--- src/rtl/mem_arbiter.sv ---
// Registered req/ack arbiter sharing one memory port among NUM_REQ requesters.
// Round-robin or fixed-priority selection, one transaction in flight, optional timeout.
module mem_arbiter #(
  parameter int NUM_REQ = 3,
  parameter int ADDR_W  = 32,
  parameter int DATA_W  = 32,
  parameter int RR_EN   = 1,
  parameter int TIMEOUT = 255
) (
  input  logic                      clk_i,
  input  logic                      rst_ni,
  input  logic [NUM_REQ-1:0]        req_i,
  input  logic [NUM_REQ-1:0]        req_we_i,
  input  logic [NUM_REQ*ADDR_W-1:0] req_addr_i,
  input  logic [NUM_REQ*DATA_W-1:0] req_wdata_i,
  output logic [NUM_REQ-1:0]        ack_o,
  output logic [NUM_REQ-1:0]        err_o,
  output logic [DATA_W-1:0]         rdata_o,
  output logic                      mem_req_o,
  output logic                      mem_we_o,
  output logic [ADDR_W-1:0]         mem_addr_o,
  output logic [DATA_W-1:0]         mem_wdata_o,
  input  logic                      mem_ack_i,
  input  logic [DATA_W-1:0]         mem_rdata_i,
  output logic [1:0]                grant_id_o,
  output logic                      busy_o
);

  // state | meaning
  // IDLE  | no transaction; arbitrate on any request
  // BUSY  | mem_req high, waiting for mem_ack or timeout
  // RESP  | ack/err pulse to the granted requester
  typedef enum logic [1:0] {IDLE, BUSY, RESP} state_t;

  localparam int CNT_W = (TIMEOUT > 0) ? $clog2(TIMEOUT + 1) : 1;

  state_t              state_q, state_d;
  logic [1:0]          grant_q, grant_d;
  logic                mem_req_q, mem_req_d;
  logic                mem_we_q, mem_we_d;
  logic [ADDR_W-1:0]   mem_addr_q, mem_addr_d;
  logic [DATA_W-1:0]   mem_wdata_q, mem_wdata_d;
  logic [NUM_REQ-1:0]  ack_q, ack_d;
  logic [NUM_REQ-1:0]  err_q, err_d;
  logic [DATA_W-1:0]   rdata_q, rdata_d;
  logic [CNT_W-1:0]    cnt_q, cnt_d;
  logic                win_vld;
  logic [1:0]          win_idx;

  // Round-robin starts the search just past the last grant
  always_comb begin
    win_vld = 1'b0;
    win_idx = '0;
    if (RR_EN != 0) begin
      for (int k = 1; k <= NUM_REQ; k++) begin
        if (!win_vld && req_i[(int'(grant_q) + k) % NUM_REQ]) begin
          win_vld = 1'b1;
          win_idx = 2'((int'(grant_q) + k) % NUM_REQ);
        end
      end
    end else begin
      for (int i = 0; i < NUM_REQ; i++) begin
        if (!win_vld && req_i[i]) begin
          win_vld = 1'b1;
          win_idx = 2'(i);
        end
      end
    end
  end

  always_comb begin
    state_d     = state_q;
    grant_d     = grant_q;
    mem_req_d   = mem_req_q;
    mem_we_d    = mem_we_q;
    mem_addr_d  = mem_addr_q;
    mem_wdata_d = mem_wdata_q;
    ack_d       = '0;
    err_d       = '0;
    rdata_d     = rdata_q;
    cnt_d       = cnt_q;
    case (state_q)
      IDLE: begin
        if (win_vld) begin
          state_d     = BUSY;
          grant_d     = win_idx;
          mem_req_d   = 1'b1;
          mem_we_d    = req_we_i[win_idx];
          mem_addr_d  = req_addr_i[int'(win_idx)*ADDR_W +: ADDR_W];
          mem_wdata_d = req_wdata_i[int'(win_idx)*DATA_W +: DATA_W];
          cnt_d       = '0;
        end
      end
      BUSY: begin
        if (mem_req_q && mem_ack_i) begin
          rdata_d        = mem_rdata_i;
          ack_d[grant_q] = 1'b1;
          mem_req_d      = 1'b0;
          state_d        = RESP;
        end else if (TIMEOUT != 0 && cnt_q == CNT_W'(TIMEOUT - 1)) begin
          rdata_d        = '1;
          ack_d[grant_q] = 1'b1;
          err_d[grant_q] = 1'b1;
          mem_req_d      = 1'b0;
          state_d        = RESP;
        end else begin
          cnt_d = cnt_q + 1'b1;
        end
      end
      RESP:    state_d = IDLE;
      default: state_d = IDLE;
    endcase
  end

  always_ff @(posedge clk_i or negedge rst_ni) begin
    if (!rst_ni) begin
      state_q     <= IDLE;
      grant_q     <= 2'(NUM_REQ - 1);
      mem_req_q   <= 1'b0;
      mem_we_q    <= 1'b0;
      mem_addr_q  <= '0;
      mem_wdata_q <= '0;
      ack_q       <= '0;
      err_q       <= '0;
      rdata_q     <= '0;
      cnt_q       <= '0;
    end else begin
      state_q     <= state_d;
      grant_q     <= grant_d;
      mem_req_q   <= mem_req_d;
      mem_we_q    <= mem_we_d;
      mem_addr_q  <= mem_addr_d;
      mem_wdata_q <= mem_wdata_d;
      ack_q       <= ack_d;
      err_q       <= err_d;
      rdata_q     <= rdata_d;
      cnt_q       <= cnt_d;
    end
  end

  assign ack_o       = ack_q;
  assign err_o       = err_q;
  assign rdata_o     = rdata_q;
  assign mem_req_o   = mem_req_q;
  assign mem_we_o    = mem_we_q;
  assign mem_addr_o  = mem_addr_q;
  assign mem_wdata_o = mem_wdata_q;
  assign grant_id_o  = grant_q;
  assign busy_o      = (state_q != IDLE);

endmodule

--- config.mk ---
export PLATFORM = sky130hd
export DESIGN_NAME = mem_arbiter
export DESIGN_NICKNAME = d
export VERILOG_FILES = /design/src/rtl/mem_arbiter.sv
export SDC_FILE = /design/constraint.sdc
export NUM_CORES = 1
export LEC_CHECK = 0
export CORE_UTILIZATION = 35
export CTS_CLUSTER_SIZE = 12
export DETAILED_ROUTE_END_ITERATION = 8
export PLACE_DENSITY = 0.77
export SLEW_MARGIN = 20
export SYNTH_ARGS = -nofsm -noshare
export SYNTH_HDL_FRONTEND = slang
export SYNTH_SLANG_ARGS = --single-unit
--- constraint.sdc ---
create_clock -name clk_i -period 2.6 [get_ports clk_i]
set_clock_uncertainty 0.2 [all_clocks]
set_input_delay 0.39 -clock clk_i [delete_from_list [all_inputs] [get_ports clk_i]]
set_output_delay 0.39 -clock clk_i [all_outputs]
set_load 0.05 [all_outputs]
### Word-level counts from Yosys, hierarchy flattened

Cells that the tools add are included.

* add/subtract/negate cells: 4
* divide/modulo/power cells: 3
* magnitude comparators: 6
* equality and inequality tests: 6
* shift operators: 2
* multiplexer cells: 38
* reduce and logical (&&, ||, !) cells: 15

Operator list (count)
* variable part select 96 x 8 -> 32 bit: 2
* < comparator 32 x 4 -> 1 bit, second input constant: 3
* remainder unit 32 x 3 -> 32 bit, second input constant: 3
* two-way mux 32 bit: 2
* two-way mux 8 bit: 3
* one-hot mux 8 bit (2 select lines): 1
* two-way mux 3 bit: 5
* two-way mux 1 bit: 14
* two-way mux 2 bit: 6
* adder 8 x 1 -> 8 bit, second input constant: 1
* binary-select mux 1 bit (select 2 bit): 4
* equality test 8 bit, second input constant: 1
* adder 2 x 2 -> 3 bit, second input constant: 2
* < comparator 2 x 3 -> 1 bit, second input constant: 2
* inequality test 2 bit, second input constant: 3
* AND reduction 2 bit: 3
* nonzero test 2 bit: 3
* logical AND 1 bit: 4
* one-hot mux 2 bit (2 select lines): 1
* AND reduction 4 bit: 1
* adder 2 x 1 -> 3 bit, second input constant: 1
* inequality test 3 bit, second input constant: 1
* AND reduction 3 bit: 1
* demux 1 bit (select 2 bit): 1
* other kinds (5): 6

* flip-flop bits (word level): 116
* input bits: 233
* output and inout bits: 107
* word-level logic and storage cells: 84

### Depth between registers and ports, before layout

Gate-level depths: netlist (run 1).

* depth after elaboration: 14
* gate-level depth with buffers: 11
* mapped depth without buffers: 7

### Least setup slack after synthesis (run 1)

Ideal clock, no wire load.

* kind: flip-flop to flip-flop
* start: register grant_q[1], in the netlist grant_id_o[1]
* end: register mem_addr_q[0], in the netlist mem_addr_o[0]
* library setup time: 128 ps
* arrival: 2534 ps
* data required time: 2272 ps
* path slack: -262 ps
* cell stages (with the launch flop): 11
* path buffers: 3
* clock period less this slack: 2862 ps
* cell sequence: dfstp_2 > inv_1 > ha_1 > buf_6 > or2_1 > o221a_1 > a211oi_2 > buf_6 > buf_8 > mux2i_1 > o211ai_2

* word-level cells in the longest chain between the ends: 13
* elaborated cells on any way between the ends: 27
* classes of those cells: 3 x add/sub; 3 x div; 1 x shift; 15 x mux; 5 x reduce/logical

Ends and longest elaborated chain
* from (decl): line 38 `logic [1:0] grant_q, grant_d;`
* from (signal assigned): line 118 `grant_q <= 2'(NUM_REQ - 1);`
* from (signal assigned): line 129 `grant_q <= grant_d;`
* adder 2 x 1 -> 3 bit: line 56, 58
* remainder unit 32 x 3 -> 32 bit: line 56, 58
* binary-select mux 1 bit (select 2 bit): line 56 `if (!win_vld && req_i[(int'(grant_q) + k) % NUM_REQ]) begin`
* two-way mux 1 bit (implied by the code) (2 in series): line 56
* two-way mux 1 bit: line 56
* logical NOT 1 bit: line 56
* logical AND 1 bit: line 56
* two-way mux 1 bit: line 56
* logical NOT 1 bit: line 56
* logical AND 1 bit: line 56
* two-way mux 2 bit / two-way mux 1 bit (equally long branches): line 56
* variable part select 96 x 8 -> 32 bit / AND reduction 2 bit (equally long branches)
* to (signal assigned): line 132 `mem_addr_q <= mem_addr_d;`
* to (decl): line 41 `logic [ADDR_W-1:0] mem_addr_q, mem_addr_d;`

Several ways; a longest one is shown, not always the timed one. The select of a mux whose other input is x is not followed.
A chain may end at the register's enable or synchronous reset.

### Worst setup path in the final report (run 1)

* start: register grant_q[1], in the netlist grant_id_o[1]
* end: register mem_wdata_q[6], in the netlist mem_wdata_o[6]

* word-level cells in the longest chain between the ends: 13
* elaborated cells on any way between the ends: 27
* classes of those cells: 3 x add/sub; 3 x div; 1 x shift; 15 x mux; 5 x reduce/logical

Ends and longest elaborated chain
* adder 2 x 1 -> 3 bit: line 56, 58
* remainder unit 32 x 3 -> 32 bit: line 56, 58
* binary-select mux 1 bit (select 2 bit): line 56
* two-way mux 1 bit (implied by the code) (2 in series): line 56
* two-way mux 1 bit: line 56
* logical NOT 1 bit: line 56
* logical AND 1 bit: line 56
* two-way mux 1 bit: line 56
* logical NOT 1 bit: line 56
* logical AND 1 bit: line 56
* two-way mux 2 bit / two-way mux 1 bit (equally long branches): line 56
* variable part select 96 x 8 -> 32 bit / AND reduction 2 bit (equally long branches)
* to (signal assigned): line 133 `mem_wdata_q <= mem_wdata_d;`
* to (decl): line 42 `logic [DATA_W-1:0] mem_wdata_q, mem_wdata_d;`

Several ways; a longest one is shown, not always the timed one. The select of a mux whose other input is x is not followed.

==> summary.md, run 1 <==
| Metric | Value |
|---|---|
| Final GP Congestion | `~0.85` |
| Post-route ant nets | `0` |
| First-pass GRT wire length | `32.3 mm` |
| Fin worst setup slack | `-47.4 ps` |
| Port-buffer cells | `339` |
| Area growth syn-to-layout | `76.6%` |
| Met2 routed WL | `10.7 mm` |
| WS Path Type | `reg2reg` |
| Ant diodes | `0` |
| Final hold violation count | `0` |
| Core Rows | `47` |
| Routed WL | `around 21 mm` |
| Worst setup SP type | `register` |
| Clock Tree Root | `clkbuf_16` |
| Clock Pin Slew Worst Setup and Hold Paths | `60 ps` |
| Sequential area share after synthesis | `0.479` |
| Area share of the largest cell type after synthesis | `0.475` |
| Fillers | `1,392` |
| Crit share post-route | `1.02` |
| Failing checks | `setup timing` |
| Peak Freq | `0.378 GHz` |
| Top Layer Used | `met4` |
| Cell Pwr Density | `1570 nW/um^2` |
| CTS Sinks | `~120` |
| Gate Count Post-Synth | `553` |
| Initial antenna violation count | `0` |
| Final Max Tran Viols | `0` |
| WL met3 | `1.44 mm` |
| WL/cell | `between 15 and 20 um` |
| Final Setup Violations | `32` |
| Hpwl dp | `~15 mm` |
| YS warnings | `0` |
| IO Count | `340` |
| Largest area contributor in the netlist | `dfrtp_1` |
| Register-to-Register Setup Slack | `-50 ps` |
| Largest net degree at the start of global routing | `66` |
| HP Class | `in2async` |
| Die ar. | `17,900 um^2` |
| Synth unique cells | `between 50 and 60` |
| #FFs+latches synth | `between 100 and 150` |
| CP endpoint kind | `register` |
| Initial Utilization | `0.362` |
| Final min period | `2650 ps` |
| M1 WL | `8.78 mm` |
| DR iter-0 viols | `190` |
| Leak | `4.38 nW` |
| Depth of the most critical reg-to-reg path | `9` |
| CTS tree | `done` |
| Clk_lat worst skew | `410 ps` |
| Placed insts | `about 1,100` |
| Die H | `134 um` |
| DR pass1 iterations | `5` |
| Vias in the first global route | `roughly 6,000` |
| Area contributors post-synth | `dfrtp_1 (47%), mux2i_1 (11%), o211ai_2 (8.5%)` |
| Max-slew headroom | `0.597` |
| CTS Buf Count | `17` |
| VDD IR-drop max | `between 0.7 and 0.8 mV` |
| Synthesized area per cell | `11.0 um^2` |
| Terminus of the critical flop-to-flop path | `mem_wdata_o[6]$_DFFE_PN0P_` |
| Crit path DAT | `between 2000 and 3000 ps` |
| Via count | `about 5,900` |
| RSZ-0062 raised after global routing | `true` |
| Worst EP required | `2690 ps` |
| GR Overflow Total | `0` |
| H-tree levels | `4` |
| Nets | `1,156` |
| Drt drc | `0` |
| Netlist Area Pre-Place | `6060 um^2` |
| Core area | `16,800 um^2` |
| Setup TNS Final | `-474 ps` |
| Tightest Pin Transition | `603 ps` |
| Die width | `134 um` |
| Max FO, Critical Path | `19` |
| Total Routing Usage GR | `0.236` |
| Status | `finished with violations` |
| Final non-filler cell total | `1,149` |
| Launching point of the worst reg2reg path | `grant_id_o[1]$_DFFE_PN1P_` |
| Mapped Nets | `793` |
| Clock buffer depth | `2` |
| Share of post-route cells with drive strength above 1 | `0.160` |
| Max Cap Viol | `0` |
| DR vias/cell | `5.16` |
-- power breakdown --
group          internal [mW]  leakage, nW  switching (mW)
clock network           1.34        0.273           0.933
logic                   4.69         2.71            6.70
registers               2.67         1.40           0.472
total                   8.69         4.38            8.10
-- cells in the mapped netlist, drive strengths merged --
| cell type | instances |
|---|---|
| a2111oi | 1 |
| a211oi | 1 |
| a21bo | 1 |
| a21boi | 1 |
| a21o | 1 |
| a21oi | 2 |
| a22o | 1 |
| a311oi | 1 |
| a31o | 1 |
| a31oi | 3 |
| a32o | 2 |
| and2 | 4 |
| and3b | 1 |
| and4b | 1 |
| buf | 23 |
| clkbuf | 21 |
| dfrtp | 115 |
| dfstp | 1 |
| ha | 7 |
| inv | 8 |
| mux2 | 1 |
| mux2i | 66 |
| nand2 | 76 |
| nand2b | 5 |
| nand3 | 72 |
| nand4 | 3 |
| nor2 | 9 |
| nor2b | 5 |
| nor3 | 2 |
| o211ai | 65 |
| o21ai | 5 |
| o21bai | 1 |
| o221a | 1 |
| o22a | 32 |
| o311a | 1 |
| o311ai | 1 |
| o32ai | 3 |
| or2 | 3 |
| or3 | 2 |
| xnor2 | 2 |
| xor2 | 2 |
-- area by class of cell --
type	instances	area, um^2	share of cell area
well taps	220	275	0.0257
multi-input cells	385	2940	0.275
clock inverters	15	144	0.0134
flip-flops and latches	116	2910	0.272
clock buffers	17	425	0.0397
repair buffers	388	3980	0.372
inverters	8	32.5	0.00304
-- registers in the layout, indices dropped and copies added (netlist names) --
name	flops
mem_addr_o	32
mem_wdata_o	32
rdata_o	32
cnt_q	8
ack_o	3
err_o	3
grant_id_o	2
state_q	2
mem_req_o	1
mem_we_o	1
-- cell families after synthesis --
group                      Yosys count  share of synthesized area
xor gates and xnor gates             4                    0.00578
DFF                                116                      0.479
and+or+nand+nor                    183                      0.140
AOI/OAI and AO/OA                  124                      0.196
adders and majority gates            7                     0.0144
buffers and inverters               52                     0.0541
muxes                               67                      0.111
-- placed cells by master (no fill, tap or decap), types with 2 or more instances in the layout --
cell	count
nor3_1	2
mux2i_1	59
inv_6	6
clkinv_4	2
o21ai_1	3
dfrtp_1	114
a31oi_1	2
buf_12	13
xnor2_1	2
nand4_1	3
ha_4	2
clkinv_2	2
or3_1	2
mux2i_2	7
o211ai_2	41
nor2b_2	2
buf_4	32
clkinvlp_4	3
xor2_1	2
nand2b_1	4
o22a_1	32
a21oi_1	2
nand3_1	72
o211ai_1	24
nor2_1	9
o32ai_1	2
clkdlybuf4s50_1	338
clkbuf_16	20
or2_1	2
inv_1	6
nor2b_1	3
and2_1	4
ha_1	4
nand2_1	76
-- metrics by stage --
step	instance area, um^2	total power, mW	setup WS (ps)	hold slack, ps	utilization
final	10700	16.8	-47.4	285	0.639
after global routing	10700	17.7	-112	305	0.639
after CTS	10600	16.6	-40.5	278	0.632
after detailed placement	9990	14.2	-95.1	181	0.596
after global placement	9990	14.0	-52.0	180	0.596
after floorplan	6100	10.5	-55.9	-106	-
-- worst max-delay path, stage by stage (launching register included) --
cell	delay [ps]
dfstp_4	650
inv_4	60
ha_4	180
or2_1	230
o221a_1	250
a211oi_4	210
buf_12	200
buf_12	190
mux2i_1	240
o211ai_1	100
-- per-layer routing --
layer,global-route usage,vias up
li1,-,2777
met1,0.289,2865
met2,0.400,258
met3,0.0613,34
met4,0.0871,0
met5,0,-
-- timing repair --
action | in CTS | in global routing
cloned | 0 | 3
resized for setup | 8 | 5
endpoints found under the hold margin | 30 | 0
setup endpoints to repair | 50 | 67
buffers inserted | 0 | 1
pin swaps | 0 | 1
hold buffers | 1 | 0
-- worst max path at each step --
stage	depth (start not counted)	to	start	slack, ps
final	9	mem_wdata_o[6]$_DFFE_PN0P_	grant_id_o[1]$_DFFE_PN1P_	-50
after detailed placement	8	mem_wdata_o[20]$_DFFE_PN0P_	req_i[2]	-100
after floorplan	10	mem_addr_o[0]$_DFFE_PN0P_	grant_id_o[1]$_DFFE_PN1P_	-60
after global routing	9	mem_wdata_o[20]$_DFFE_PN0P_	grant_id_o[1]$_DFFE_PN1P_	-110
after CTS	9	mem_wdata_o[20]$_DFFE_PN0P_	grant_id_o[1]$_DFFE_PN1P_	-40
after global placement	8	mem_wdata_o[20]$_DFFE_PN0P_	req_i[0]	-50
Power figures use the tool's default switching activity.
==> run 2, diff against run 1 <==
- GPL_TIMING_DRIVEN: not set -> 0
==> run 2 against run 1 <==
Net effect:
- the flow still finishes with violations (setup timing)
- non-clock buffer count increased by 16
- sequential power about the same
- worst hold slack got worse by 3.7 ps
- global-route usage increased by 1.3 points
- core utilization increased by 1.6 points
- final cell count increased by 1.5%
- largest cell class unchanged
==> summary.md, run 2 (synthesized netlist as in run 1, its figures left out) <==
| Metric | Value |
|---|---|
| Die ar. | `17,900 um^2 (unchanged)` |
| CP endpoint kind | `register` |
| Drt drc | `0 (unchanged)` |
| DR iter-0 viols | `263 (+38%)` |
| Vias in the first global route | `6,209 (+2.9%)` |
| Clk_lat worst skew | `410 ps (about the same)` |
| Commonest non-fill, non-tap cell in the layout | `clkdlybuf4s50_1` |
| Die H | `134 um (unchanged)` |
| CTS tree | `done` |
| Tightest Pin Transition | `958 ps (+354 ps)` |
| Initial antenna violation count | `1 (+1)` |
| Total Routing Usage GR | `0.249 (+0.0128)` |
| Cell Pwr Density | `1630 nW/um^2 (+4.0%)` |
| DR vias/cell | `5.13 (-0.68%)` |
| Status | `finished with violations` |
| Hpwl dp | `16.1 mm (+5.8%)` |
| Core area | `16,800 um^2 (unchanged)` |
| H-tree levels | `4 (unchanged)` |
| Final Max Tran Viols | `0 (unchanged)` |
| Clock buffer depth | `2 (unchanged)` |
| Max-slew headroom | `0.351 (-0.245)` |
| Worst setup SP type | `register` |
| Placed insts | `1,113 (+0.090%)` |
| Max Cap Viol | `0 (unchanged)` |
| Post-route ant nets | `0 (unchanged)` |
| DP Area | `9800 um^2 (-1.9%)` |
| Final GP Congestion | `0.887 (+4.2%)` |
| Commonest non-fill, non-tap cells in the layout | `clkdlybuf4s50_1 (337), dfrtp_1 (114), nand2_1 (76)` |
| Port-buffer cells | `339 (unchanged)` |
| First-pass GRT wire length | `33.8 mm (+4.6%)` |
| CTS Sinks | `116 (unchanged)` |
| Max FO, Critical Path | `10 (-9)` |
| Share of post-route cells with drive strength above 1 | `0.184 (+0.0237)` |
| WL/cell | `19.0 um (+1.9%)` |
| RSZ-0062 raised after global routing | `true` |
| Nets | `1,172 (+1.4%)` |
| Die width | `134 um (unchanged)` |
| Final min period | `2790 ps (+138 ps)` |
| Final Power | `17.9 mW (+6.5%)` |
| Leak | `4.45 nW (+1.6%)` |
| Area growth syn-to-layout | `81.0%` |
| Post-route cell area | `11,000 um^2 (+2.5%)` |
| IO Count | `340 (unchanged)` |
| Largest net degree at the start of global routing | `68 (+3.0%)` |
| Crit path DAT | `2870 ps (+140 ps)` |
| Via count | `5,981 (+0.79%)` |
| Fin worst setup slack | `-186 ps (-138 ps)` |
| CTS Buf Count | `17 (unchanged)` |
| Core Rows | `47 (unchanged)` |
| Final non-filler cell total | `1,166 (+1.5%)` |
| Failing checks | `setup timing` |
| Worst EP required | `2680 ps (about the same)` |
| Initial Utilization | `0.362 (unchanged)` |
| WS Path Type | `reg2reg` |
| Clock Tree Root | `clkbuf_16` |
| Final hold violation count | `0 (unchanged)` |
| DR pass1 iterations | `4 (-1)` |
| VDD IR-drop max | `0.706 mV (-1.1%)` |
| Fillers | `1,366 (-1.9%)` |
| Routed WL | `22.1 mm (+3.4%)` |
| Final Setup Violations | `65 (+100%)` |
| HP Class | `reg2reg` |
| Clock Pin Slew Worst Setup and Hold Paths | `60 ps (about the same)` |
| GR Overflow Total | `0 (unchanged)` |
| Peak Freq | `0.359 GHz (-5.0%)` |
| Crit share post-route | `1.07 (+0.0532)` |
==> run 2: stage by stage <==
stage	hold WS, ps	TNS, ps	worst slack, ps	utilization
2_1_floorplan	-106	-2230	-55.9	-
3_3_place_gp	268	-481590	-4250	0.583
3_5_place_dp	173	-42650	-792	0.585
4_1_cts	285	-8010	-173	0.648
5_1_grt	295	-15510	-291	0.655
6_report	282	-9060	-186	0.655
==> run 2: layout make-up <==
type | instances | area, um^2 | area share
Antenna cell | 1 | 2.50 | 0.000228
Multi-Input combinational cell | 385 | 3050 | 0.278
Tap cell | 220 | 275 | 0.0251
Timing Repair Buffer | 360 | 3680 | 0.335
Clock buffer | 19 | 453 | 0.0413
Clock inverter | 13 | 173 | 0.0157
Inverter | 8 | 35.0 | 0.00319
Buffer | 44 | 392 | 0.0357
Sequential cell | 116 | 2910 | 0.265
==> run 2: timing repair <==
| item | in CTS | in global routing |
|---|---|---|
| hold buffers | 1 | 0 |
| gates resized for setup | 63 | 31 |
| hold endpoints to repair | 49 | 0 |
| setup endpoints to repair | 74 | 75 |
| setup buffers | 13 | 1 |
| pin swaps | 3 | 1 |
| gates cloned | 4 | 1 |
==> run 2: report_power, final <==
part           switching [mW]  internal, mW
clock                   0.906          1.57
sequential              0.459          2.67
combinational            7.08          5.22
total                    8.44          9.46
==> run 2: worst max-delay path: stages, from the launching register on <==
cell	delay (ps)
dfstp_4	660
inv_6	50
ha_4	150
buf_6	130
or2_1	220
o221a_1	250
a211oi_4	240
buf_8	230
buf_12	170
mux2i_2	260
o211ai_2	100
==> run 2: path summary, 6_finish.rpt <==
check | slack (ps) | from | depth (start not counted) | end
max | -190 | grant_id_o[1]$_DFFE_PN1P_ | 10 | mem_addr_o[29]$_DFFE_PN0P_
min | 280 | mem_addr_o[26]$_DFFE_PN0P_ | 2 | mem_addr_o[26]$_DFFE_PN0P_
max reg2reg | -190 | grant_id_o[1]$_DFFE_PN1P_ | 10 | mem_addr_o[29]$_DFFE_PN0P_
min reg2reg | 280 | mem_addr_o[26]$_DFFE_PN0P_ | 2 | mem_addr_o[26]$_DFFE_PN0P_
max in group asynchronous | 1150 | rst_ni | 3 | grant_id_o[1]$_DFFE_PN1P_
min in group asynchronous | 300 | rst_ni | 2 | mem_addr_o[17]$_DFFE_PN0P_
==> run 2: routing by layer <==
metal	global-route usage	wire, um
met1	0.302	8860
met2	0.422	11200
met3	0.0651	1500
met4	0.0966	561
met5	0	0
==> run 3, diff against run 2 <==
- RECOVER_POWER: not set -> 100
==> run 3 against run 2 <==
Net effect:
- the run still ends with setup timing left
- global-route usage stayed put
- clock-buffer cell count stayed put
- register-to-register slack hardly changed
- die area stayed put
- total power is 1.8% lower
- first-iteration DRC count is 2.7% higher
- final cell count stayed put
==> summary.md, run 3 (synthesized netlist as in run 1, its figures left out) <==
| Metric | Value |
|---|---|
| Hpwl dp | `16.1 mm (unchanged)` |
| Sw Ratio | `0.479 (+0.00697)` |
| Initial antenna violation count | `1 (unchanged)` |
| WL/cell | `18.9 um (-0.24%)` |
| Routed WL | `22.1 mm (-0.24%)` |
| Die width | `134 um (unchanged)` |
| Largest net degree at the start of global routing | `68 (unchanged)` |
| Worst EP required | `2680 ps (about the same)` |
| Cell Pwr Density | `1610 nW/um^2 (-1.4%)` |
| Register-to-Register Setup Slack | `-180 ps (about the same)` |
| Final Power | `17.6 mW (-1.8%)` |
| DR iter-0 viols | `270 (+2.7%)` |
| Leak | `4.49 nW (+0.97%)` |
| DR vias/cell | `5.12 (-0.22%)` |
| Clock Tree Root | `clkbuf_16` |
| CTS Sinks | `116 (unchanged)` |
| Sequential share of power | `0.176 (about the same)` |
| Crit path DAT | `2870 ps (about the same)` |
| Nets | `1,172 (unchanged)` |
| CTS tree | `done` |
| HP Class | `reg2reg` |
| VDD IR-drop max | `0.692 mV (-2.1%)` |
| RSZ-0062 raised after global routing | `true` |
| Commonest non-fill, non-tap cells in the layout | `clkdlybuf4s50_1 (232), dfrtp_1 (114), dlygate4sd3_1 (106)` |
| Crit share post-route | `1.07 (about the same)` |
| Final Setup Violations | `65 (unchanged)` |
| Total Routing Usage GR | `0.249 (unchanged)` |
| Core Rows | `47 (unchanged)` |
| Share of post-route cells with drive strength above 1 | `0.183 (-0.00106)` |
| Dpl ws | `-792 ps (unchanged)` |
| Clk_lat worst skew | `410 ps (about the same)` |
| Net switching power figure | `8.41 mW (-0.30%)` |
| Die ar. | `17,900 um^2 (unchanged)` |
| Max Cap Viol | `0 (unchanged)` |
| Port-buffer cells | `339 (unchanged)` |
| Final Max Tran Viols | `0 (unchanged)` |
| Final hold violation count | `0 (unchanged)` |
| Vias in the first global route | `6,209 (unchanged)` |
| Tightest Pin Transition | `1330 ps (+373 ps)` |
| Clock buffer depth | `2 (unchanged)` |
| Commonest non-fill, non-tap cell in the layout | `clkdlybuf4s50_1` |
| Die H | `134 um (unchanged)` |
| First-pass GRT wire length | `33.8 mm (unchanged)` |
| GR Overflow Total | `0 (unchanged)` |
| Comb pwr share | `0.683 (-0.004)` |
| Worst setup SP type | `register` |
| Max-slew headroom | `0.113 (-0.239)` |
| Clock Pin Slew Worst Setup and Hold Paths | `60 ps (about the same)` |
| Fillers | `1,374 (+0.59%)` |
| Via count | `5,968 (-0.22%)` |
| H-tree levels | `4 (unchanged)` |
| Drt drc | `0 (unchanged)` |
| Peak Freq | `0.359 GHz (about the same)` |
| Status | `finished with violations` |
| CP endpoint kind | `register` |
| IO Count | `340 (unchanged)` |
| Max FO, Critical Path | `10 (unchanged)` |
| Failing checks | `setup timing` |
| Initial Utilization | `0.362 (unchanged)` |
| Power Internal | `9.17 mW (-3.1%)` |
| Final GP Congestion | `0.887 (unchanged)` |
| Final Util | `0.653 (-0.00224)` |
| Clock power share | `0.141 (+0.002)` |
| Core area | `16,800 um^2 (unchanged)` |
| CTS Buf Count | `17 (unchanged)` |
| Post-route ant nets | `0 (unchanged)` |
| Final min period | `2780 ps (-0.782 ps)` |
| Fin worst setup slack | `-185 ps (+0.782 ps)` |
| WS Path Type | `reg2reg` |
| Area growth syn-to-layout | `80.4%` |
| DR pass1 iterations | `4 (unchanged)` |
## run 3: cell count changes in the layout (fill, tap and decap cells not counted), sizes merged
cell,before,now
clkdlybuf4s50,337,232
dlygate4sd3,1,106
dlymetal6s2s,1,0
clkbuf,42,46
buf,42,39
## run 3: area by class of cell
cell class | count | area, um^2 | area share
antenna | 1 | 2.50 | 0.000229
multi-input combinational | 385 | 3050 | 0.279
clock buffer | 19 | 453 | 0.0414
sequential | 116 | 2910 | 0.266
inverter | 8 | 35.0 | 0.00320
clock inverter | 13 | 173 | 0.0158
buffer | 44 | 389 | 0.0356
timing repair buffer | 360 | 3650 | 0.334
tap | 220 | 275 | 0.0252
## run 3: per-layer routing
metal / routed length (um) / share of wire / track usage
met5: 0 / 0 / 0
met4: 569 / 0.026 / 0.0966
met1: 8850 / 0.40 / 0.302
met3: 1510 / 0.069 / 0.0651
met2: 11100 / 0.50 / 0.422
## run 3: final timing paths
| kind | from | end | cells after the start |
|---|---|---|---|
| worst min-delay path | mem_addr_o[26]$_DFFE_PN0P_ | mem_addr_o[26]$_DFFE_PN0P_ | 2 |
| worst max register to register | grant_id_o[1]$_DFFE_PN1P_ | mem_addr_o[29]$_DFFE_PN0P_ | 10 |
| max in group asynchronous | rst_ni | grant_id_o[0]$_DFFE_PN0P_ | 3 |
| min in group asynchronous | rst_ni | mem_addr_o[17]$_DFFE_PN0P_ | 2 |
| worst min register to register | mem_addr_o[26]$_DFFE_PN0P_ | mem_addr_o[26]$_DFFE_PN0P_ | 2 |
| worst max-delay path | grant_id_o[1]$_DFFE_PN1P_ | mem_addr_o[29]$_DFFE_PN0P_ | 10 |
## run 3: power groups by stage
| stage | Combinational, mW | Sequential (mW) | Clock (mW) |
|---|---|---|---|
| final | 12.0 | 3.09 | 2.48 |
| after global routing | 12.7 | 3.20 | 2.60 |
| after CTS | 12.0 | 3.12 | 2.52 |
| after detailed placement | 10.7 | 3.13 | 0 |
| after global placement | 10.6 | 3.11 | 0 |
| after floorplan | 4.74 | 5.72 | 0 |
## run 3: worst max-delay path, stage by stage (launching register included)
cell and delay, ps:
dfstp_4 660, inv_6 50, ha_4 150, buf_6 130, or2_1 220, o221a_1 250, a211oi_4 230, buf_8 230
buf_12 170, mux2i_2 260, o211ai_2 100
## run 3: metrics by stage
step / cells / instance area, um^2 / hold WS [ps] / setup TNS (ps)
after floorplan: 553 / 6100 / -106 / -2230
after global placement: 1112 / 9770 / 268 / -481590
after detailed placement: 1113 / 9800 / 173 / -42650
after CTS: 1163 / 10900 / 285 / -8010
after global routing: 1166 / 10900 / 290 / -17300
final: 1166 / 10900 / 277 / -9020
## run 3: what timing repair did
| action | 4_1_cts | 5_1_grt |
|---|---|---|
| hold buffers | 1 | 0 |
| setup buffers | 13 | 1 |
| endpoints found under the hold margin | 49 | 0 |
| gates resized for setup | 63 | 31 |
| gates cloned | 4 | 1 |
| setup endpoints to repair | 74 | 75 |
| pin swaps | 3 | 1 |
